**src/rtl/instr_fetch.sv**
```systemverilog
// Instruction fetch unit: PC register, combinational-memory capture into a DEPTH-entry buffer, redirect flush.
// Optional halt detection on the all-ones word is enabled by defining INSTR_FETCH_HALT_EN.
module instr_fetch #(
  parameter logic [31:0] RESET_PC = 32'h00000000,
  parameter int          DEPTH    = 2
) (
  input  logic        clk,
  input  logic        reset,
  output logic [31:0] Address,
  input  logic [31:0] Instruction,
  input  logic        redirect,
  input  logic [31:0] redirect_target,
  output logic        out_valid,
  input  logic        out_ready,
  output logic [31:0] out_instr,
  output logic [31:0] out_pc,
  output logic        halted
);

  localparam int              AW       = (DEPTH > 1) ? $clog2(DEPTH) : 1;
  localparam int              CW       = AW + 1;
  localparam logic [CW-1:0]   FULL_CNT = CW'(DEPTH);
  localparam logic [CW-1:0]   CNT_ONE  = CW'(1);
  localparam logic [AW-1:0]   PTR_ONE  = AW'(1);
  localparam logic [31:0]     PC_INIT  = {RESET_PC[31:2], 2'b00};

  typedef enum logic {
    S_FETCH  = 1'b0,
    S_HALTED = 1'b1
  } state_e;

  state_e                 state_q, state_d;
  logic [31:0]            pc_q, pc_d;
  logic [AW-1:0]          rd_ptr_q, rd_ptr_d;
  logic [AW-1:0]          wr_ptr_q, wr_ptr_d;
  logic [CW-1:0]          count_q, count_d;
  logic [DEPTH-1:0][31:0] buf_instr_q, buf_instr_d;
  logic [DEPTH-1:0][31:0] buf_pc_q, buf_pc_d;

  logic fetch_en_s;
  logic halted_s;
  logic full_s;
  logic pop_s;
  logic capture_s;
  logic halt_word_s;

  assign Address   = pc_q;
  assign out_valid = (count_q != {CW{1'b0}});
  assign out_instr = buf_instr_q[rd_ptr_q];
  assign out_pc    = buf_pc_q[rd_ptr_q];

  assign full_s    = (count_q == FULL_CNT);
  // Redirect wins over everything: no capture and no pop in the flush cycle.
  assign pop_s     = out_valid && out_ready && !redirect;
  assign capture_s = fetch_en_s && !redirect && (!full_s || pop_s);

`ifdef INSTR_FETCH_HALT_EN
  assign halt_word_s = capture_s && (Instruction == 32'hFFFFFFFF);
  assign halted      = halted_s;
`else
  logic unused_halted_s;
  assign halt_word_s     = 1'b0;
  assign halted          = 1'b0;
  assign unused_halted_s = halted_s;
`endif

  logic [1:0] unused_target_lsb_s;
  assign unused_target_lsb_s = redirect_target[1:0];

  always_ff @(posedge clk or posedge reset) begin
    if (reset) begin
      state_q <= S_FETCH;
    end else begin
      state_q <= state_d;
    end
  end

  always_comb begin
    state_d = state_q;
    case (state_q)
      S_FETCH: begin
        if (halt_word_s) begin
          state_d = S_HALTED;
        end else begin
          state_d = S_FETCH;
        end
      end
      S_HALTED: begin
        if (redirect) begin
          state_d = S_FETCH;
        end else begin
          state_d = S_HALTED;
        end
      end
      default: state_d = S_FETCH;
    endcase
  end

  always_comb begin
    fetch_en_s = 1'b0;
    halted_s   = 1'b0;
    case (state_q)
      S_FETCH: begin
        fetch_en_s = 1'b1;
        halted_s   = 1'b0;
      end
      S_HALTED: begin
        fetch_en_s = 1'b0;
        halted_s   = 1'b1;
      end
      default: begin
        fetch_en_s = 1'b0;
        halted_s   = 1'b0;
      end
    endcase
  end

  // PC, pointers and occupancy; the buffer is a power-of-two ring so pointers wrap naturally.
  always_comb begin
    pc_d     = pc_q;
    rd_ptr_d = rd_ptr_q;
    wr_ptr_d = wr_ptr_q;
    count_d  = count_q;
    if (redirect) begin
      pc_d     = {redirect_target[31:2], 2'b00};
      rd_ptr_d = {AW{1'b0}};
      wr_ptr_d = {AW{1'b0}};
      count_d  = {CW{1'b0}};
    end else begin
      if (capture_s) begin
        pc_d     = pc_q + 32'd4;
        wr_ptr_d = wr_ptr_q + PTR_ONE;
      end else begin
        pc_d     = pc_q;
        wr_ptr_d = wr_ptr_q;
      end
      if (pop_s) begin
        rd_ptr_d = rd_ptr_q + PTR_ONE;
      end else begin
        rd_ptr_d = rd_ptr_q;
      end
      case ({capture_s, pop_s})
        2'b10:   count_d = count_q + CNT_ONE;
        2'b01:   count_d = count_q - CNT_ONE;
        default: count_d = count_q;
      endcase
    end
  end

  always_comb begin
    buf_instr_d = buf_instr_q;
    buf_pc_d    = buf_pc_q;
    if (capture_s) begin
      buf_instr_d[wr_ptr_q] = Instruction;
      buf_pc_d[wr_ptr_q]    = pc_q;
    end else begin
      buf_instr_d = buf_instr_q;
      buf_pc_d    = buf_pc_q;
    end
  end

  // Clearing the payload on reset keeps out_instr/out_pc at zero while reset is held.
  always_ff @(posedge clk or posedge reset) begin
    if (reset) begin
      pc_q        <= PC_INIT;
      rd_ptr_q    <= {AW{1'b0}};
      wr_ptr_q    <= {AW{1'b0}};
      count_q     <= {CW{1'b0}};
      buf_instr_q <= {DEPTH{32'h00000000}};
      buf_pc_q    <= {DEPTH{32'h00000000}};
    end else begin
      pc_q        <= pc_d;
      rd_ptr_q    <= rd_ptr_d;
      wr_ptr_q    <= wr_ptr_d;
      count_q     <= count_d;
      buf_instr_q <= buf_instr_d;
      buf_pc_q    <= buf_pc_d;
    end
  end

endmodule
```
**config.mk**
```make
export PLATFORM = sky130hd
export DESIGN_NAME = instr_fetch
export DESIGN_NICKNAME = d
export VERILOG_FILES = /design/src/rtl/instr_fetch.sv
export SDC_FILE = /design/constraint.sdc
export NUM_CORES = 1
export LEC_CHECK = 0
export CAP_MARGIN = 10
export CELL_PAD_IN_SITES_DETAIL_PLACEMENT = 1
export CELL_PAD_IN_SITES_GLOBAL_PLACEMENT = 2
export CORE_UTILIZATION = 25
export CTS_BUF_LIST = sky130_fd_sc_hd__clkbuf_8 sky130_fd_sc_hd__clkbuf_16
export CTS_CLUSTER_DIAMETER = 100
export CTS_CLUSTER_SIZE = 8
export DETAILED_ROUTE_END_ITERATION = 6
export MAX_ROUTING_LAYER = met4
export PLACE_DENSITY = 0.61
export SETUP_SLACK_MARGIN = 0.3
export SKIP_CTS_REPAIR_TIMING = 1
export SLEW_MARGIN = 20
export SYNTH_ARGS = -nofsm -noshare
export SYNTH_HDL_FRONTEND = slang
export SYNTH_SLANG_ARGS = --single-unit
```
**constraint.sdc**
```tcl
create_clock -name clk -period 9.4 [get_ports clk]
set_input_delay 1.88 -clock clk [delete_from_list [all_inputs] [get_ports clk]]
set_output_delay 1.88 -clock clk [all_outputs]
set_load 0.005 [all_outputs]
```
==> results of run 1 <==
kinds of logic after synthesis:
logic type / Yosys count
xor gates and xnor gates: 28
other: 1
buffers and inverters: 39
and+or+nand+nor: 113
muxes: 193
DFF: 159
AOI/OAI and AO/OA: 30
adders and majority gates: 1
cell usage in the layout, fill, tap and decap left out, drive strengths merged, types with 4 or more instances in the layout:
cell | Yosys | final
nand2 | 40 | 40
nand3 | 11 | 11
inv | 1 | 5
nor4 | 10 | 10
and3 | 9 | 9
mux2 | 189 | 189
nand4 | 8 | 8
nor2 | 11 | 11
buf | 26 | 5
xor2 | 11 | 11
clkbuf | 11 | 19
xnor2 | 17 | 17
mux2i | 4 | 4
clkinv | 1 | 6
nor3 | 8 | 8
dfrtp | 159 | 159
o21ai | 24 | 24
clkdlybuf4s50 | 0 | 157
nor2b | 4 | 4
conb | 1 | 5
area by class of cell:
type,instances,area [um2]
inverter,2,12.51
tap,384,480.5
fill,3084,18940
sequential,159,3983
clock inverter,13,128.9
clock buffer,19,452.9
antenna,2,5.005
timing repair buffer,162,1610
multi-input combinational,370,3248
worst max path at each step:
stage                      endpoint  slack (ps)  depth (start not counted)
finish                   out_pc[29]        5080                          2
floorplan               Address[10]        3230                          1
global placement    buf_instr_q[42]        4900                          5
detailed placement  buf_instr_q[35]        4880                          5
CTS                      out_pc[29]        5010                          2
global route             out_pc[27]        4960                          2
registers in the layout, indices dropped and copies added, names as in the netlist:
| register | count |
|---|---|
| wr_ptr_q | 1 |
| count_q | 2 |
| buf_instr_q | 64 |
| state_q | 1 |
| rd_ptr_q | 1 |
| buf_pc_q | 60 |
| Address | 30 |
Yosys cell counts, types with 5 or more instances:
| cell type | n | area share [%] |
|---|---|---|
| and3_1 | 8 | 0.68 |
| buf_1 | 8 | 0.41 |
| buf_2 | 12 | 0.81 |
| buf_4 | 5 | 0.51 |
| clkbuf_1 | 11 | 0.56 |
| dfrtp_1 | 159 | 54 |
| mux2_2 | 189 | 29 |
| nand2_1 | 40 | 2.0 |
| nand3_1 | 10 | 0.68 |
| nand4_1 | 8 | 0.68 |
| nor2_1 | 11 | 0.56 |
| nor3_1 | 8 | 0.54 |
| nor4_1 | 7 | 0.59 |
| o21ai_0 | 23 | 1.6 |
| xnor2_1 | 17 | 2.0 |
| xor2_1 | 11 | 1.3 |
worst max-delay path, stage by stage (launching register included):
cell	delay (ps)
dfrtp_4	1080
mux2_2	420
clkdlybuf4s50_1	500
metal layers:
| layer | vias up | track usage (%) |
|---|---|---|
| met5 | - | - |
| met4 | 0 | 3.874 |
| met3 | 15 | 3.180 |
| met2 | 118 | 22.68 |
| met1 | 2573 | 18.01 |
| li1 | 2293 | - |
per-stage QoR:
step           power [mW]  cell area, um2  worst slack, ps  util (%)
3_5_place_dp        1.467            9330             4875     32.33
6_report            2.125            9921             5080     34.38
5_1_grt             2.252            9921             4958     34.38
4_1_cts             2.169            9912             5013     34.35
3_3_place_gp        1.440            9330             4904     32.33
2_1_floorplan       1.180            7401             3228         -
report_power, final:
group          total [mW]  switching, mW  internal, mW
sequential          0.928          0.103         0.824
clock               0.684          0.299         0.384
combinational       0.514          0.168         0.346
total                2.13          0.571          1.55
==> metrics, run 1 <==
area share of fa/ha/maj cells after synthesis 0.1694%; DRC 0; fmax 231.5 MHz; hold_ws 502.7 ps; peak supply drop 0.1059 mV; met1 wire length 9317 um; Leak 3.912 nW; Crit path arrival time 2440 ps; share of layout cells above drive strength 1 32.97%; sequential share of the synthesized area 53.87%; Die Ht 173.9 um; Final Hold Fails 0; outcome finished clean; Slew @ Worst Pin 990.4 ps; final setup fails 0; routability congestion estimate 0.7220; port bufs 158; initial antenna violation count 2; drt first pass iters 4; hold_sp buf_pc_q[61]; beginning of the critical path rd_ptr_q; final worst-path cycle share 45.96%; uppermost layer routed met4; first-pass GRT wire length 32350 um; Post-synth EDFFs 0; clock transition at the registers of the reported paths 70 ps; Post-Synthesis Cells 564; xor/xnor share of the synthesized area 3.320%; final WL 20010 um; CP required 7520 ps; post-synthesis compound-gate area fraction 2.202%; Initial Utilization 25.59%; Met2 Wirelength 9611 um; Critical Path End Type output pin; H-tree levels 4; CTS Buf Count 17; RSZ-0062 raised after global routing no; clock root buffer clkbuf_16; reg2reg path depth 4; # Max-Cap Violations 0; Global Route Usage Sum 14.20%; Hold Path Class flip-flop to flip-flop; CP Launch Type flip-flop; distinct cell type count after synthesis 41; Layout Area Growth over Synthesis 34.32%; Final Critical Period 4320 ps; placed insts 1077; grt ovf 0; Ys Warns 0; Post-DP HPWL 13370 um; vias in the first global route 5643; worst r2r src count_q[1]; CP Max Fanout 63; worst hold endpoint buf_pc_q[61]; die area 30230 um2; Detailed Route Iter0 Violations 132; largest net degree at the start of global routing 83; worst reg2reg path endpoint buf_instr_q[35]; Core ar. 28860 um2; Die X 173.9 um; WL met3 854 um; Synth Area in Simple Gates 8.487%; setup TNS 0 ps; DR vias 4999; FF-to-FF setup slack 6940 ps; WL/cell 18.01 um; post-route ant nets 0; CTS tree yes; synthesized area per cell 13.10 um2; I/O pin total 166; asr flop ratio synth 100.0%; max-slew violations 0; Worst Skew 10.88 ps; Cell Count, Final, Fillers Out 1111; Slew headroom 33.97%; Worst Hold Path Cells 1; Main synth FF type dfrtp_1; Clock Sinks 159; Post-Syn Area 7386 um2; fraction of synthesized area in multiplexers 29.36%; Crit Path Category flip-flop to output pin; Final nets 781; Clock Latency Late Sink 420 ps; Clock Path Buffers 2; Power Dens Cells 214.2 nW/um2; Via density 4.500; Seq cells post-synth 159; main combinational cell family by area after synthesis multiplexers; Rows 62
Power figures use the tool's default switching activity.
==> inputs of run 2 (changes only) <==
--- a/config.mk
+++ b/config.mk
@@ -14,7 +14,7 @@
 export CTS_CLUSTER_SIZE = 8
 export DETAILED_ROUTE_END_ITERATION = 6
 export MAX_ROUTING_LAYER = met4
-export PLACE_DENSITY = 0.61
+export PLACE_DENSITY = 0.64
 export SETUP_SLACK_MARGIN = 0.3
 export SKIP_CTS_REPAIR_TIMING = 1
 export SLEW_MARGIN = 20
==> constraint.sdc (replaced) <==
create_clock -name clk -period 3.55 [get_ports clk]
set_input_delay 0.71 -clock clk [delete_from_list [all_inputs] [get_ports clk]]
set_output_delay 0.71 -clock clk [all_outputs]
set_load 0.005 [all_outputs]
==> metrics, run 2 (synthesized netlist as in run 1, its figures left out) <==
met1 wire length 9505 um (+2.0%); Die X 173.9 um (unchanged); CP required 2840 ps (-4680 ps); die area 30230 um2 (unchanged); Crit path arrival time 2290 ps (-150 ps); vias in the first global route 5817 (+3.1%); commonest cells after routing, fill and taps aside mux2_2 (189), dfrtp_1 (158), clkdlybuf4s50_1 (157), nand2_1 (40), o21ai_0 (23); DR vias 5005 (+0.12%); cells along the critical path buf_12, mux2_2, clkdlybuf4s50_1; Clock Sinks 159 (unchanged); Global Route Usage Sum 14.73% (+0.54 points); drt first pass iters 3 (-1); share of layout cells above drive strength 1 32.74% (-0.23 points); largest register by flop count buf_instr_q; final setup fails 0 (unchanged); Initial Utilization 25.59% (unchanged); CTS Buf Count 17 (unchanged); CP peak stage delay 650 ps (-430 ps); Critical Path End Type output pin; hold_ws 501.5 ps (-1.257 ps); max reg flops 64 (unchanged); I/O pin total 166 (unchanged); initial antenna violation count 1 (-1); outcome finished clean; WL met3 754 um (-12%); Clock Path Buffers 2 (unchanged); Core ar. 28860 um2 (unchanged); uppermost layer routed met4; commonest non-fill, non-tap cell in the layout mux2_2; grt ovf 0 (unchanged); RSZ-0062 raised after global routing no; clock root buffer clkbuf_16; final WL 20350 um (+1.7%); Via density 4.501 (about the same); Power Dens Cells 562.8 nW/um2 (+160%); Final Critical Period 3001 ps; Met2 Wirelength 9955 um (+3.6%); fmax 333.2 MHz; max-slew violations 0 (unchanged); Slowest cell on crit path dfrtp_4; Filler cells 3091 (+0.23%); Final nets 785 (+0.51%); Clock Latency Late Sink 420 ps (about the same); Detailed Route Iter0 Violations 139 (+5.3%); setup TNS 0 ps (unchanged); Layout Area Growth over Synthesis 34.90%; Slew headroom 35.28% (+1.3 points); CP Max Fanout 42 (-33%); Leak 3.936 nW (+0.61%); H-tree levels 4 (unchanged); # Max-Cap Violations 0 (unchanged); WL/cell 18.30 um (+1.6%); post-route ant nets 0 (unchanged); Slew @ Worst Pin 970.8 ps (-19.67 ps); port bufs 158 (unchanged); first-pass GRT wire length 33420 um (+3.3%); Die Ht 173.9 um (unchanged); routability congestion estimate 0.7141 (-1.1%); CTS tree yes; peak supply drop 0.2686 mV (+150%); largest net degree at the start of global routing 160 (+93%); Final Hold Fails 0 (unchanged); CP Launch Type flip-flop; clock transition at the registers of the reported paths 70 ps (about the same); Post-DP HPWL 13810 um (+3.3%); final instance area 9963 um2 (+0.43%); Rows 62 (unchanged); DRC 0 (unchanged); Hold Path Class flip-flop to flip-flop; Crit Path Category flip-flop to output pin; Worst Skew 11.58 ps (+0.6997 ps); Area after DPL 9409 um2 (+0.84%); final worst-path cycle share 84.53%
==> run 2: cell count changes in the layout (fill, tap and decap cells not counted), moves of 2 or more <==
cell      delta
inv_1        +3
clkinv_4     -2
clkbuf_8     -2
inv_8        -2
inv_6        -2
buf_12       +4
==> run 2: final cells by class <==
type / instances / area, um2 / area share (%)
clock inverters: 13 / 126.4 / 1.268
multi-input cells: 370 / 3248 / 32.60
flip-flops and latches: 159 / 3983 / 39.97
repair buffers: 166 / 1687 / 16.93
diodes: 1 / 2.502 / 0.02512
well taps: 384 / 480.5 / 4.822
inverters: 2 / 11.26 / 0.1130
clock buffers: 17 / 425.4 / 4.270
==> run 2: path summary, 6_finish.rpt <==
kind,start,slack (ps),to,depth (start not counted)
min reg2reg,buf_pc_q[60],500,buf_pc_q[60],1
max reg2reg,Address[4],1200,Address[19],5
max,rd_ptr_q,550,out_instr[25],3
min,buf_pc_q[60],500,buf_pc_q[60],1
max in group asynchronous,reset,1920,rd_ptr_q,3
min in group asynchronous,reset,830,buf_instr_q[1],3
==> run 2: worst max-delay path: cells and delay by family, from the launching register on <==
kind / cells / cell delay [ps]
multiplexers: 1 / 380
flip-flops: 1 / 650
buffers and inverters: 2 / 800
==> run 2: through the flow <==
stage	instances	worst slack, ps	power (mW)	utilization (%)
after floorplan	568	825.1	3.125	-
after global placement	1081	497.2	3.825	32.60
after detailed placement	1081	414.6	3.900	32.60
after CTS	1111	489.6	5.717	34.52
after global routing	1112	440.2	5.942	34.53
final	1112	549.0	5.608	34.53
==> run 2: where the power goes <==
part           internal (mW)  switching (mW)
Combinational          0.928           0.479
Clock                   1.02           0.751
Sequential              2.18           0.247
==> run 2: metal layers <==
layer / global-route usage, % / vias to the layer above
li1: - / 2297
met4: 3.326 / 0
met1: 18.67 / 2583
met2: 23.80 / 115
met5: - / -
met3: 3.421 / 10
